`config.mk`:
```
export PLATFORM = sky130hd
export DESIGN_NAME = z80_dma_master
export DESIGN_NICKNAME = d
export VERILOG_FILES = /design/src/rtl/z80_dma_master.sv
export SDC_FILE = /design/constraint.sdc
export NUM_CORES = 1
export LEC_CHECK = 0
export CAP_MARGIN = 0
export CORE_ASPECT_RATIO = 1.1
export CORE_MARGIN = 2
export CORE_UTILIZATION = 40
export CTS_CLUSTER_SIZE = 25
export DETAILED_ROUTE_END_ITERATION = 7
export MAX_ROUTING_LAYER = met4
export PLACE_DENSITY_LB_ADDON = 0.08
export SETUP_SLACK_MARGIN = 0.2
export SYNTH_ARGS = -nofsm -noshare
export SYNTH_HDL_FRONTEND = slang
export SYNTH_SLANG_ARGS = --single-unit
```
`constraint.sdc`:
```
create_clock -name clk -period 2.6 [get_ports clk]
set_input_delay 0.52 -clock clk [delete_from_list [all_inputs] [get_ports clk]]
set_output_delay 0.52 -clock clk [all_outputs]
set_load 0.05 [all_outputs]
```
`src/rtl/z80_dma_master.sv`:
```
// Z80 memory-to-memory DMA master: CPU register window, bus request handshake
// and a read/write strobe sequencer that copies LEN bytes from SRC to DST.
module z80_dma_master #(
    parameter int unsigned STB_CYCLES = 2
) (
    input  logic        clk,
    input  logic        rst,
    input  logic        dma_ena,
    input  logic        memrd,
    input  logic        memwr,
    input  logic [3:0]  cpu_addr,
    input  logic [7:0]  cpu_din,
    output logic [7:0]  cpu_dout,
    output logic        busrq_n,
    input  logic        busak_n,
    output logic        bus_oe,
    output logic [15:0] bus_addr,
    output logic        bus_mreq_n,
    output logic        bus_rd_n,
    output logic        bus_wr_n,
    input  logic [7:0]  bus_din,
    output logic [7:0]  bus_dout,
    output logic        done_pulse
);

    localparam int unsigned ADDR_W = 16;
    localparam int unsigned DATA_W = 8;
    localparam int unsigned CNT_W  = 4;
    localparam logic [CNT_W-1:0] STB_LAST = CNT_W'(STB_CYCLES - 1);

    typedef enum logic [2:0] {
        S_IDLE,
        S_REQ,
        S_RD_ADR,
        S_RD_STB,
        S_WR_ADR,
        S_WR_STB,
        S_REL
    } state_e;

    state_e              state_q, state_d;
    logic [ADDR_W-1:0]   src_q, src_d;
    logic [ADDR_W-1:0]   dst_q, dst_d;
    logic [ADDR_W-1:0]   len_q, len_d;
    logic [DATA_W-1:0]   data_q, data_d;
    logic [CNT_W-1:0]    cnt_q, cnt_d;
    logic                busy_q, busy_d;
    logic                done_q, done_d;
    logic                abort_q, abort_d;
    logic                busrq_n_q, busrq_n_d;
    logic                bus_oe_q, bus_oe_d;
    logic [ADDR_W-1:0]   bus_addr_q, bus_addr_d;
    logic                bus_mreq_n_q, bus_mreq_n_d;
    logic                bus_rd_n_q, bus_rd_n_d;
    logic                bus_wr_n_q, bus_wr_n_d;
    logic [DATA_W-1:0]   bus_dout_q, bus_dout_d;
    logic                done_pulse_q, done_pulse_d;

    logic reg_wr;
    logic ctrl_wr;
    logic start_req;
    logic abort_req;
    logic abort_pend;
    logic status_rd;
    logic go_start;
    logic zero_start;

    // CPU-side decode; counters and start are locked out while a transfer owns them
    assign reg_wr     = dma_ena && memwr && !busy_q;
    assign ctrl_wr    = dma_ena && memwr && (cpu_addr == 4'h8);
    assign start_req  = ctrl_wr && cpu_din[0] && (state_q == S_IDLE);
    assign abort_req  = ctrl_wr && cpu_din[1] && busy_q;
    assign abort_pend = abort_q || abort_req;
    assign status_rd  = dma_ena && memrd && (cpu_addr == 4'h9);

    always_comb begin
        state_d      = state_q;
        src_d        = src_q;
        dst_d        = dst_q;
        len_d        = len_q;
        data_d       = data_q;
        cnt_d        = cnt_q;
        done_d       = done_q;
        abort_d      = abort_q;
        bus_addr_d   = bus_addr_q;
        bus_dout_d   = bus_dout_q;
        go_start     = 1'b0;
        zero_start   = 1'b0;

        if (reg_wr) begin
            case (cpu_addr)
                4'h0:    src_d[7:0]  = cpu_din;
                4'h1:    src_d[15:8] = cpu_din;
                4'h2:    dst_d[7:0]  = cpu_din;
                4'h3:    dst_d[15:8] = cpu_din;
                4'h4:    len_d[7:0]  = cpu_din;
                4'h5:    len_d[15:8] = cpu_din;
                default: ;
            endcase
        end

        case (state_q)
            S_IDLE: begin
                if (start_req) begin
                    if (len_q != '0) begin
                        go_start = 1'b1;
                        state_d  = S_REQ;
                    end else begin
                        zero_start = 1'b1;
                    end
                end
            end
            S_REQ: begin
                if (abort_pend) begin
                    state_d = S_REL;
                end else if (!busak_n) begin
                    state_d = S_RD_ADR;
                end
            end
            S_RD_ADR: begin
                cnt_d   = '0;
                state_d = S_RD_STB;
            end
            S_RD_STB: begin
                if (cnt_q == STB_LAST) begin
                    data_d  = bus_din;
                    state_d = S_WR_ADR;
                end else begin
                    cnt_d = cnt_q + CNT_W'(1);
                end
            end
            S_WR_ADR: begin
                cnt_d   = '0;
                state_d = S_WR_STB;
            end
            S_WR_STB: begin
                if (cnt_q == STB_LAST) begin
                    src_d = src_q + ADDR_W'(1);
                    dst_d = dst_q + ADDR_W'(1);
                    len_d = len_q - ADDR_W'(1);
                    if ((len_q == ADDR_W'(1)) || abort_pend) begin
                        state_d = S_REL;
                    end else begin
                        state_d = S_RD_ADR;
                    end
                end else begin
                    cnt_d = cnt_q + CNT_W'(1);
                end
            end
            S_REL: begin
                state_d = S_IDLE;
            end
            default: begin
                state_d = S_IDLE;
            end
        endcase

        if ((state_d == S_IDLE) || (state_d == S_REL)) begin
            abort_d = 1'b0;
        end else if (abort_req) begin
            abort_d = 1'b1;
        end

        // done set (REL entry, REL cycle, zero-length start) overrides any clear
        if (go_start || status_rd) begin
            done_d = 1'b0;
        end
        if (zero_start || (state_d == S_REL) || (state_q == S_REL)) begin
            done_d = 1'b1;
        end

        // Bus outputs are registered from the next state so they line up with state_q
        busy_d       = state_d inside {S_REQ, S_RD_ADR, S_RD_STB, S_WR_ADR, S_WR_STB};
        busrq_n_d    = !busy_d;
        bus_oe_d     = state_d inside {S_RD_ADR, S_RD_STB, S_WR_ADR, S_WR_STB};
        bus_mreq_n_d = !(state_d inside {S_RD_STB, S_WR_STB});
        bus_rd_n_d   = (state_d != S_RD_STB);
        bus_wr_n_d   = (state_d != S_WR_STB);
        done_pulse_d = zero_start || (state_d == S_REL);
        if (state_d == S_RD_ADR) begin
            bus_addr_d = src_d;
        end
        if (state_d == S_WR_ADR) begin
            bus_addr_d = dst_d;
            bus_dout_d = data_d;
        end
    end

    always_ff @(posedge clk) begin
        if (rst) begin
            state_q      <= S_IDLE;
            src_q        <= '0;
            dst_q        <= '0;
            len_q        <= '0;
            data_q       <= '0;
            cnt_q        <= '0;
            busy_q       <= 1'b0;
            done_q       <= 1'b0;
            abort_q      <= 1'b0;
            busrq_n_q    <= 1'b1;
            bus_oe_q     <= 1'b0;
            bus_addr_q   <= '0;
            bus_mreq_n_q <= 1'b1;
            bus_rd_n_q   <= 1'b1;
            bus_wr_n_q   <= 1'b1;
            bus_dout_q   <= '0;
            done_pulse_q <= 1'b0;
        end else begin
            state_q      <= state_d;
            src_q        <= src_d;
            dst_q        <= dst_d;
            len_q        <= len_d;
            data_q       <= data_d;
            cnt_q        <= cnt_d;
            busy_q       <= busy_d;
            done_q       <= done_d;
            abort_q      <= abort_d;
            busrq_n_q    <= busrq_n_d;
            bus_oe_q     <= bus_oe_d;
            bus_addr_q   <= bus_addr_d;
            bus_mreq_n_q <= bus_mreq_n_d;
            bus_rd_n_q   <= bus_rd_n_d;
            bus_wr_n_q   <= bus_wr_n_d;
            bus_dout_q   <= bus_dout_d;
            done_pulse_q <= done_pulse_d;
        end
    end

    // Register readback shows the live counters
    always_comb begin
        cpu_dout = 8'hFF;
        case (cpu_addr)
            4'h0:    cpu_dout = src_q[7:0];
            4'h1:    cpu_dout = src_q[15:8];
            4'h2:    cpu_dout = dst_q[7:0];
            4'h3:    cpu_dout = dst_q[15:8];
            4'h4:    cpu_dout = len_q[7:0];
            4'h5:    cpu_dout = len_q[15:8];
            4'h8:    cpu_dout = 8'h00;
            4'h9:    cpu_dout = {6'b0, done_q, busy_q};
            default: cpu_dout = 8'hFF;
        endcase
    end

    assign busrq_n    = busrq_n_q;
    assign bus_oe     = bus_oe_q;
    assign bus_addr   = bus_addr_q;
    assign bus_mreq_n = bus_mreq_n_q;
    assign bus_rd_n   = bus_rd_n_q;
    assign bus_wr_n   = bus_wr_n_q;
    assign bus_dout   = bus_dout_q;
    assign done_pulse = done_pulse_q;

endmodule

```
== Word-level counts from Yosys, hierarchy flattened ==
Cells that the tools add are included.
Storage, ports and cells
  bits in registers: 96
  input port bits: 26
  output and inout port bits: 38
  logic and storage cells: 115
Operators by class
  eq/ne operators: 24
  $add $sub $neg: 4
  reductions and logical operators: 32
  multiplexer cells: 38
Operators by type and width (number)
  $mux W16: 11
  $mux W8: 8
  $pmux W8 S8: 1
  $add A16 B1 Y16 const B: 2
  $mux W3: 7
  $eq A3 B3 Y1 const B: 6
  $pmux W3 S6: 1
  $eq A16 B1 Y1 const B: 1
  $reduce_bool A16 Y1: 1
  $sub A16 B1 Y16 const B: 1
  $eq A3 B2 Y1 const B: 4
  $logic_and A1 B1 Y1: 9
  $eq A4 B1 Y1 const B: 2
  $eq A4 B2 Y1 const B: 2
  $eq A4 B3 Y1 const B: 2
  $eq A4 B4 Y1 const B: 2
  $mux W1: 8
  $pmux W4 S2: 1
  $reduce_bool A2 Y1: 4
  $eq A3 B1 Y1 const B: 2
  $logic_not A3 Y1: 2
  $logic_or A1 B1 Y1: 6
  $reduce_or A2 Y1: 3
  $reduce_bool A5 Y1: 1
  other kinds (9): 11

== Logic depth before layout (Yosys ltp) ==
Gate-level depths: netlist (run 1).
  depth in word-level cells: 13
  gate-level depth with buffers: 11
  depth with buffers taken out: 8

== Least setup slack after synthesis (run 1) ==
Ideal clock, no wire load.
  path type: input to output
  from: in cpu_addr[0]
  to: out cpu_dout[6]
  arrival: 2787 ps
  data required time: 2080 ps
  cell stages on the path: 7
  path slack: -707 ps
  buffers on the path: 3
  cells stage by stage: clkbuf_1 clkbuf_1 clkbuf_1 a31oi_1 nor2_1 a311oi_1 o21ai_0
On the way
  cells in the longest elaborated chain, start to end: 2
  elaborated cells on any way between the ends: 9
  those cells by class: eq/ne: 7; mux: 1; reduce/logical: 1
RTL lines
  from (decl): RTL line 11  | input logic [3:0] cpu_addr,
  $eq A4 B4 Y1, or another cell as far along: RTL line 232  | case (cpu_addr)
  $pmux W8 S8 (*): RTL line 232
  to (decl): RTL line 13  | output logic [7:0] cpu_dout,
Mark *: on every way between the ends. The rest lies on a longest branch, timed or not.

== Final worst setup path (run 1) ==
  from: in cpu_din[0]
  to: reg bus_mreq_n_q, in the netlist bus_mreq_n
On the way
  cells in the longest elaborated chain, start to end: 7
  elaborated cells on any way between the ends: 8
  those cells by class: eq/ne: 2; mux: 2; reduce/logical: 4
RTL lines
  from (decl): RTL line 12  | input logic [7:0] cpu_din,
  $logic_and A1 B1 Y1 (*) (2 in a row): RTL line 71  | assign start_req = ctrl_wr && cpu_din[0] && (state_q == S_IDLE);
  $mux W3 (*): RTL line 104  | if (start_req) begin
  $pmux W3 S6 (*): RTL line 102  | case (state_q)
  $eq A3 B2 Y1 or $eq A3 B3 Y1 (tied branches): RTL line 176  | bus_mreq_n_d = !(state_d inside {S_RD_STB, S_WR_STB});
  $reduce_bool A2 Y1 (*): RTL line 176
  $logic_not A1 Y1 (*): RTL line 176
  to (signal assigned): RTL line 221  | bus_mreq_n_q <= bus_mreq_n_d;
  to (decl): RTL line 53  | logic bus_mreq_n_q, bus_mreq_n_d;
Marks and branches as above.
A chain may end at the register's enable or synchronous reset.

==> results.ini, run 1 <==
[die]
io_pins = 64
initial_core_util = 0.409
die_w_um = 112
die_h_um = 123
dieArea_sq_um = 13700
core_sq_um = 12500
row_count = 43

[yosys]
synthDistinctLibCells = 70
synth_nets = 686
synth_common_cells = 88 x dfxtp_1, 82 x nor2_1, 59 x nand2_1
synthCells = 653
synth-simple-area-share = 0.309
synth_most_common_cell = dfxtp_1
synthFlopType = dfxtp_1
synth_top_cell_by_area = dfxtp_1
synthXorXnorAreaFrac = 0.00513
async_flop_share = 0
synth-seq-cells = 88
synth_top_family_by_area = simple AND/OR/NAND/NOR gates
synth-compound-area-share = 0.241
synth-seq-area-share = 0.344
syn_area_sq_um = 5130
synth_area_leaders = dfxtp_1 34%, nor2_1 6.0%, nand2_1 4.3%
avgSynthCellArea_sq_um = 7.85
synthAdderAreaFrac = 0.0171
synth_top_area_frac = 0.344
synth_warnings = 0
synth-edff-count = 0
muxShareOfSynthArea = 0.0403

[global_route]
grt_pass1_vias = 5638
grt-ovfl-total = 0
antenna_found_initial = 0
grt_max_degree = 68
grt_use_total = 0.309
grt_pass1_wl_mm = 31.8

[drt]
route.detailed.wl_per_inst_um = 21.7
finalWirelength_mm = 20.9
route.vias.total = 5956
detail_route.iter0.violations = 606
firstDrtPassIters = 6
drtAntennaViolNets = 0
drc = 0
routed_via_density = 6.18

[hold_path]
holdCritPathClass = reg2reg
min_from = bus_dout[1]
min_delay_worst_endpoint = bus_dout[1]
min_path_cells = 2

[timing]
fin_crit_sh = 0.931
drv_slew = 0
worstMarginPinSlew_ns = 0.568
finClkSkew_ns = 0.00983
worst_slack_ns = 0.179
timing.final.hold_violations = 0
hold_slack_ns = 0.460
fmax_mhz = 413
setup-violations-final = 0
period_minus_slack_ns = 2.42
slew-limit-headroom = 0.620
rsz0062_at_grt = true

[clock_tree]
cts.sinks = 88
root_buffer = clkbuf_16
path_clk_slew_ns = 0.06
insertion_delay_ns = 0.35
htree_levels = 3
cts_tree = built
clk_path_buf_depth = 2
cts_buffers = 9

[cells_and_area]
final_cells = 963
nets = 834
drive_above_1_share = 0.266
area_growth_syn_to_layout_pct = 43.6
design_area_sq_um = 7360
diodes = 0

[critical_path]
required_ns = 2.84
path_buf_inv = 2
worstSetupStartpointType = input pin
critPathSlowestCell = or4b_2
cp_top_family = simple AND/OR/NAND/NOR gates
cp_cell_sequence = clkdlybuf4s50_1 > or4b_2 > nor3_1 > o31ai_2 > a31oi_1 > buf_4 > nand2b_1
reg2reg_depth = 6
worstSetupEndpointType = flip-flop
timing.rr.start = len_q[11]
cp.arrival_ns = 2.66
cp_max_fo = 3
rrSetupSlack_ns = 0.24
path_class = in2reg
slowest_delay_ns = 0.61
regToRegEndpoint = bus_addr[13]

[power]
power.leakage_nw = 2.83
p_comb_frac = 0.127
p_int_w = 0.00229
total_power_w = 0.00313
worst_ir_drop_vdd_mv = 0.317
p_per_area_nw_per_um2 = 425
seqPwrFrac = 0.437
clockPowerShare = 0.437
power.switching_w = 0.000839
swShare = 0.268

[placed_design]
io_buffers = 63
dpl_worst_slack_ns = -0.397
gp_congestion = 1.01
place_hpwl_mm = 15.7
place_inst = 938
post_dp_cell_area_sq_um = 6690

[flow_run]
cap_violations = 0

[run_status]
status = complete, no violations

==> per-layer routing <==
| metal | up-vias | GRT usage | part of all wire |
|---|---|---|---|
| li1 | 2773 | - | - |
| met1 | 2882 | 0.383 | 0.42 |
| met2 | 252 | 0.512 | 0.48 |
| met3 | 49 | 0.0474 | 0.062 |
| met4 | 0 | 0.118 | 0.037 |
| met5 | - | - | 0 |
==> final cells by class <==
class / instances / area [sq um]
inverters: 13 / 52.6
clock inverters: 6 / 73.8
repair inverters: 1 / 7.51
well taps: 157 / 196
multi-input cells: 510 / 3440
repair buffers: 178 / 1610
fillers: 1170 / 5170
clock buffers: 10 / 229
flip-flops and latches: 88 / 1760
==> cells in the final DEF (no fill, tap or decap), drive strengths merged, types with 4 or more instances in the layout <==
| cell type | netlist | layout |
|---|---|---|
| buf | 9 | 128 |
| dfxtp | 88 | 88 |
| nor2 | 82 | 82 |
| nand2 | 59 | 59 |
| clkdlybuf4s50 | 0 | 49 |
| nor3 | 38 | 38 |
| a21oi | 34 | 34 |
| o21ai | 30 | 30 |
| nand3 | 18 | 18 |
| mux2i | 15 | 15 |
| and3 | 15 | 15 |
| inv | 13 | 15 |
| nor4 | 15 | 15 |
| a211oi | 13 | 13 |
| and2 | 12 | 12 |
| nand4 | 11 | 11 |
| a31oi | 11 | 11 |
| clkbuf | 33 | 10 |
| nand2b | 8 | 8 |
| o221ai | 8 | 8 |
| or3 | 8 | 8 |
| a221oi | 8 | 8 |
| a222oi | 7 | 7 |
| o211ai | 7 | 7 |
| a311o | 7 | 7 |
| or2 | 7 | 7 |
| ha | 7 | 7 |
| a311oi | 5 | 5 |
| mux2 | 5 | 5 |
| a21o | 5 | 5 |
| a22oi | 4 | 4 |
| a221o | 4 | 4 |
| o22ai | 4 | 4 |
| nand3b | 4 | 4 |
| nor2b | 4 | 4 |
| or4 | 4 | 4 |
| and4 | 4 | 4 |
| a2111oi | 4 | 4 |
==> worst reg2reg max path, stage by stage (launching register included) <==
cell     delay (ns)
dfxtp_1        0.33
or3_4          0.37
or4_4          0.48
or3_4          0.41
and3_4         0.22
and3_1         0.19
a221o_1        0.26
==> kinds of logic after synthesis <==
kind of cell | Yosys count
AND/OR/NAND/NOR | 306
adder cells (fa/ha/maj) | 7
multiplexers | 20
buffers and inverters | 55
AO/OA/AOI/OAI | 174
flip-flops | 88
XOR/XNOR | 3
==> metrics by stage <==
stage / util / TNS (ns)
6_report: 0.587 / 0
3_5_place_dp: 0.534 / -5.79
5_1_grt: 0.587 / 0
3_3_place_gp: 0.534 / -5.88
4_1_cts: 0.567 / 0
2_1_floorplan: - / 0
==> sequential cells by signal (all words and copies together), names as in the netlist, 3 cells and up <==
signal    flops
bus_dout      8
src_q        16
len_q        16
cnt_q         4
state_q       3
bus_addr     16
dst_q        16
==> power by group through the flow <==
stage	combinational [W]	sequential, W	clock [W]
2_1_floorplan	0.000178	0.00139	0
4_1_cts	0.000370	0.00137	0.00139
3_5_place_dp	0.000357	0.00140	0
6_report	0.000396	0.00137	0.00137
3_3_place_gp	0.000357	0.00140	0
5_1_grt	0.000414	0.00137	0.00144
==> worst max path at each step <==
stage | depth (start not counted) | endpoint | start | slack (ns)
final | 7 | bus_mreq_n | cpu_din[0] | 0.18
after global routing | 7 | bus_wr_n | cpu_din[0] | 0.12
after CTS | 6 | cpu_dout[4] | cpu_addr[3] | 0.21
after detailed placement | 9 | bus_addr[8] | cpu_addr[2] | -0.40
after global placement | 9 | bus_addr[7] | cpu_addr[2] | -0.39
after floorplan | 6 | cpu_dout[0] | cpu_addr[0] | 0.15
==> timing repair <==
item | CTS | global route
pin swaps | 5 | 9
gates resized for setup | 36 | 60
gates cloned | 3 | 0
hold endpoints to repair | 0 | 0
setup endpoints to repair | 28 | 29
hold buffers | 0 | 0
setup buffers | 3 | 3
No activity file was read; power rests on OpenSTA's default activity.
==> inputs of run 2 (changes only) <==
Settings changed: ABC_CLOCK_PERIOD_IN_PS set to 2600.
==> results of run 2 <==
Final layout, timing and power as in run 1 (identical DEF).
==> inputs of run 3 (changes only) <==
Settings changed: CORE_ASPECT_RATIO 1.1 to 2.
==> run 3 against run 2 <==
Effect of this change:
- core utilization up 0.45 points
- routed wire length up 7.9%
- die area up 0.40%
- critical path depth up 1
- total power down 1.6%
- first-iteration DRC count down 38%
- cell count up 0.52%
- global-route usage up 3.0 points
- largest power group unchanged
- highest routed layer unchanged
==> results.ini, run 3 (synthesized netlist as in run 1, its figures left out) <==
[run_status]
status = complete, no violations

[clock_tree]
cts.sinks = 88  ; unchanged
cts_hold_buf = 0  ; unchanged
htree_levels = 3  ; unchanged
insertion_delay_ns = 0.35  ; about the same
clk_path_buf_depth = 2  ; unchanged
cts_tree = built
cts_buffers = 9  ; unchanged
root_buffer = clkbuf_16
path_clk_slew_ns = 0.07  ; about the same

[placed_design]
place_inst = 941  ; +0.32%
io_buffers = 63  ; unchanged
gp_congestion = 1.02  ; +1.4%
place_hpwl_mm = 17.4  ; +11%

[cells_and_area]
fillerInstances = 1177  ; +0.60%
nets = 846  ; +1.4%
drive_above_1_share = 0.285  ; +0.0193
diodes = 0  ; unchanged
final_common_cell = buf_4
final_cell_mix = 116 x buf_4, 82 x dfxtp_1, 76 x nor2_1
area_growth_syn_to_layout_pct = 45.0
final_cells = 968  ; +0.52%

[global_route]
antenna_found_initial = 0  ; unchanged
use_met1 = 0.331  ; -0.0526
grt_pass1_wl_mm = 34.7  ; +9.1%
grt_max_degree = 48  ; -29%
grt.met2_usage = 0.609  ; +0.0972
top_usage_layer = met2
grt-ovfl-total = 0  ; unchanged
grt_pass1_vias = 6181  ; +9.6%
grt_use_met3 = 0.0492  ; +0.00184
grt_use_total = 0.339  ; +0.0304

[timing]
rsz0062_at_grt = true
setup-violations-final = 0  ; unchanged
hold_slack_ns = 0.456  ; -0.00334 ns
slew-limit-headroom = 0.610  ; -0.0100
fmax_mhz = 409  ; -1.1%
finClkSkew_ns = 0.0149  ; +0.00511 ns
worstMarginPinSlew_ns = 0.584  ; +0.0169 ns
drv_slew = 0  ; unchanged
fin_crit_sh = 0.941  ; +0.0105
setup_tns_ns = 0  ; unchanged
timing.final.hold_violations = 0  ; unchanged
period_minus_slack_ns = 2.45  ; +0.0273 ns

[critical_path]
slowest_delay_ns = 0.44  ; -0.17 ns
crit_top_cell = or3_4
cp_max_fo = 8  ; +5
worstSetupEndpointType = flip-flop
cp_cell_sequence = or3_4 > or4_4 > or3_4 > nand3_4 > buf_6 > a2111oi_2 > buf_4 > a311o_1
path_class = reg2reg
path_buf_inv = 2  ; unchanged
cp_top_family = simple AND/OR/NAND/NOR gates
worstSetupStartpointType = flip-flop
critPathSlowestCell = or4_4
required_ns = 2.84  ; about the same
cp.arrival_ns = 2.69  ; +0.03 ns

[drt]
routed_via_density = 6.22  ; +0.59%
drc = 0  ; unchanged
route.detailed.wl_per_inst_um = 23.3  ; +7.3%
drtAntennaViolNets = 0  ; unchanged
finalWirelength_mm = 22.5  ; +7.9%
firstDrtPassIters = 6  ; unchanged
detail_route.iter0.violations = 377  ; -38%
route.vias.total = 6022  ; +1.1%

[die]
die_w_um = 84.1  ; -25%
core_sq_um = 12600  ; +0.15%
dieArea_sq_um = 13800  ; +0.40%
die_h_um = 164  ; +34%
row_count = 58  ; +35%
initial_core_util = 0.408  ; -0.000611
io_pins = 64  ; unchanged

[power]
worst_ir_drop_vdd_mv = 0.397  ; +25%
power.leakage_nw = 2.85  ; +0.48%
p_per_area_nw_per_um2 = 414  ; -2.5%
total_power_w = 0.00308  ; -1.6%

[flow_run]
cap_violations = 0  ; unchanged

[hold_path]
holdCritPathClass = reg2reg

==> run 3: changes by cell type in the layout (fill, tap and decap cells not counted), moves of 5 or more <==
| cell | previous run | this run |
|---|---|---|
| dfxtp_1 | 87 | 82 |
| buf_4 | 104 | 116 |
| buf_6 | 13 | 7 |
| dfxtp_2 | 1 | 6 |
==> run 3: area by class of cell <==
type / instances / area, sq um / share of cell area
flip-flops and latches: 88 / 1770 / 0.238
clock inverters: 7 / 71.3 / 0.00960
repair buffers: 191 / 1730 / 0.233
inverters: 13 / 48.8 / 0.00657
clock buffers: 9 / 225 / 0.0303
well taps: 150 / 188 / 0.0253
multi-input cells: 510 / 3390 / 0.457
==> run 3: worst min-delay path, delay by kind of cell, from the launching register on <==
kind / cells / cell delay [ns]
compound gates: 1 / 0.05
flops: 1 / 0.31
simple gates: 1 / 0.05
==> run 3: final timing paths <==
| check | start | to | slack [ns] | cells after the start |
|---|---|---|---|---|
| max | len_q[10] | bus_addr[12] | 0.15 | 8 |
| min reg2reg | bus_dout[3] | bus_dout[3] | 0.46 | 2 |
| max reg2reg | len_q[10] | bus_addr[12] | 0.15 | 8 |
| min | bus_dout[3] | bus_dout[3] | 0.46 | 2 |
==> run 3: repair_timing <==
action	4_1_cts	5_1_grt
gates cloned	2	1
resized for setup	47	45
setup endpoints to repair	26	33
buffers inserted	5	3
pin swaps	4	13
==> run 3: per-layer routing <==
layer | vias to the layer above | routed length, um
li1 | 2787 | -
met1 | 2876 | 7780
met2 | 261 | 11700
met3 | 98 | 1130
met4 | 0 | 1910
met5 | - | 0
==> run 3: through the flow <==
stage                util  setup WS (ns)  instance area, sq um
finish              0.592          0.152                  7430
global route        0.592          0.115                  7430
CTS                 0.576          0.133                  7230
detailed placement  0.538         -0.281                  6760
global placement    0.538         -0.340                  6760
floorplan               -          0.155                  5250
==> run 3: where the power goes <==
part           internal, W  switching [W]  total (W)  leakage (nW)
sequential         0.00135      0.0000120    0.00137         0.712
combinational     0.000185       0.000223   0.000408          2.00
clock             0.000675       0.000630    0.00131         0.139
total              0.00221       0.000865    0.00308          2.85
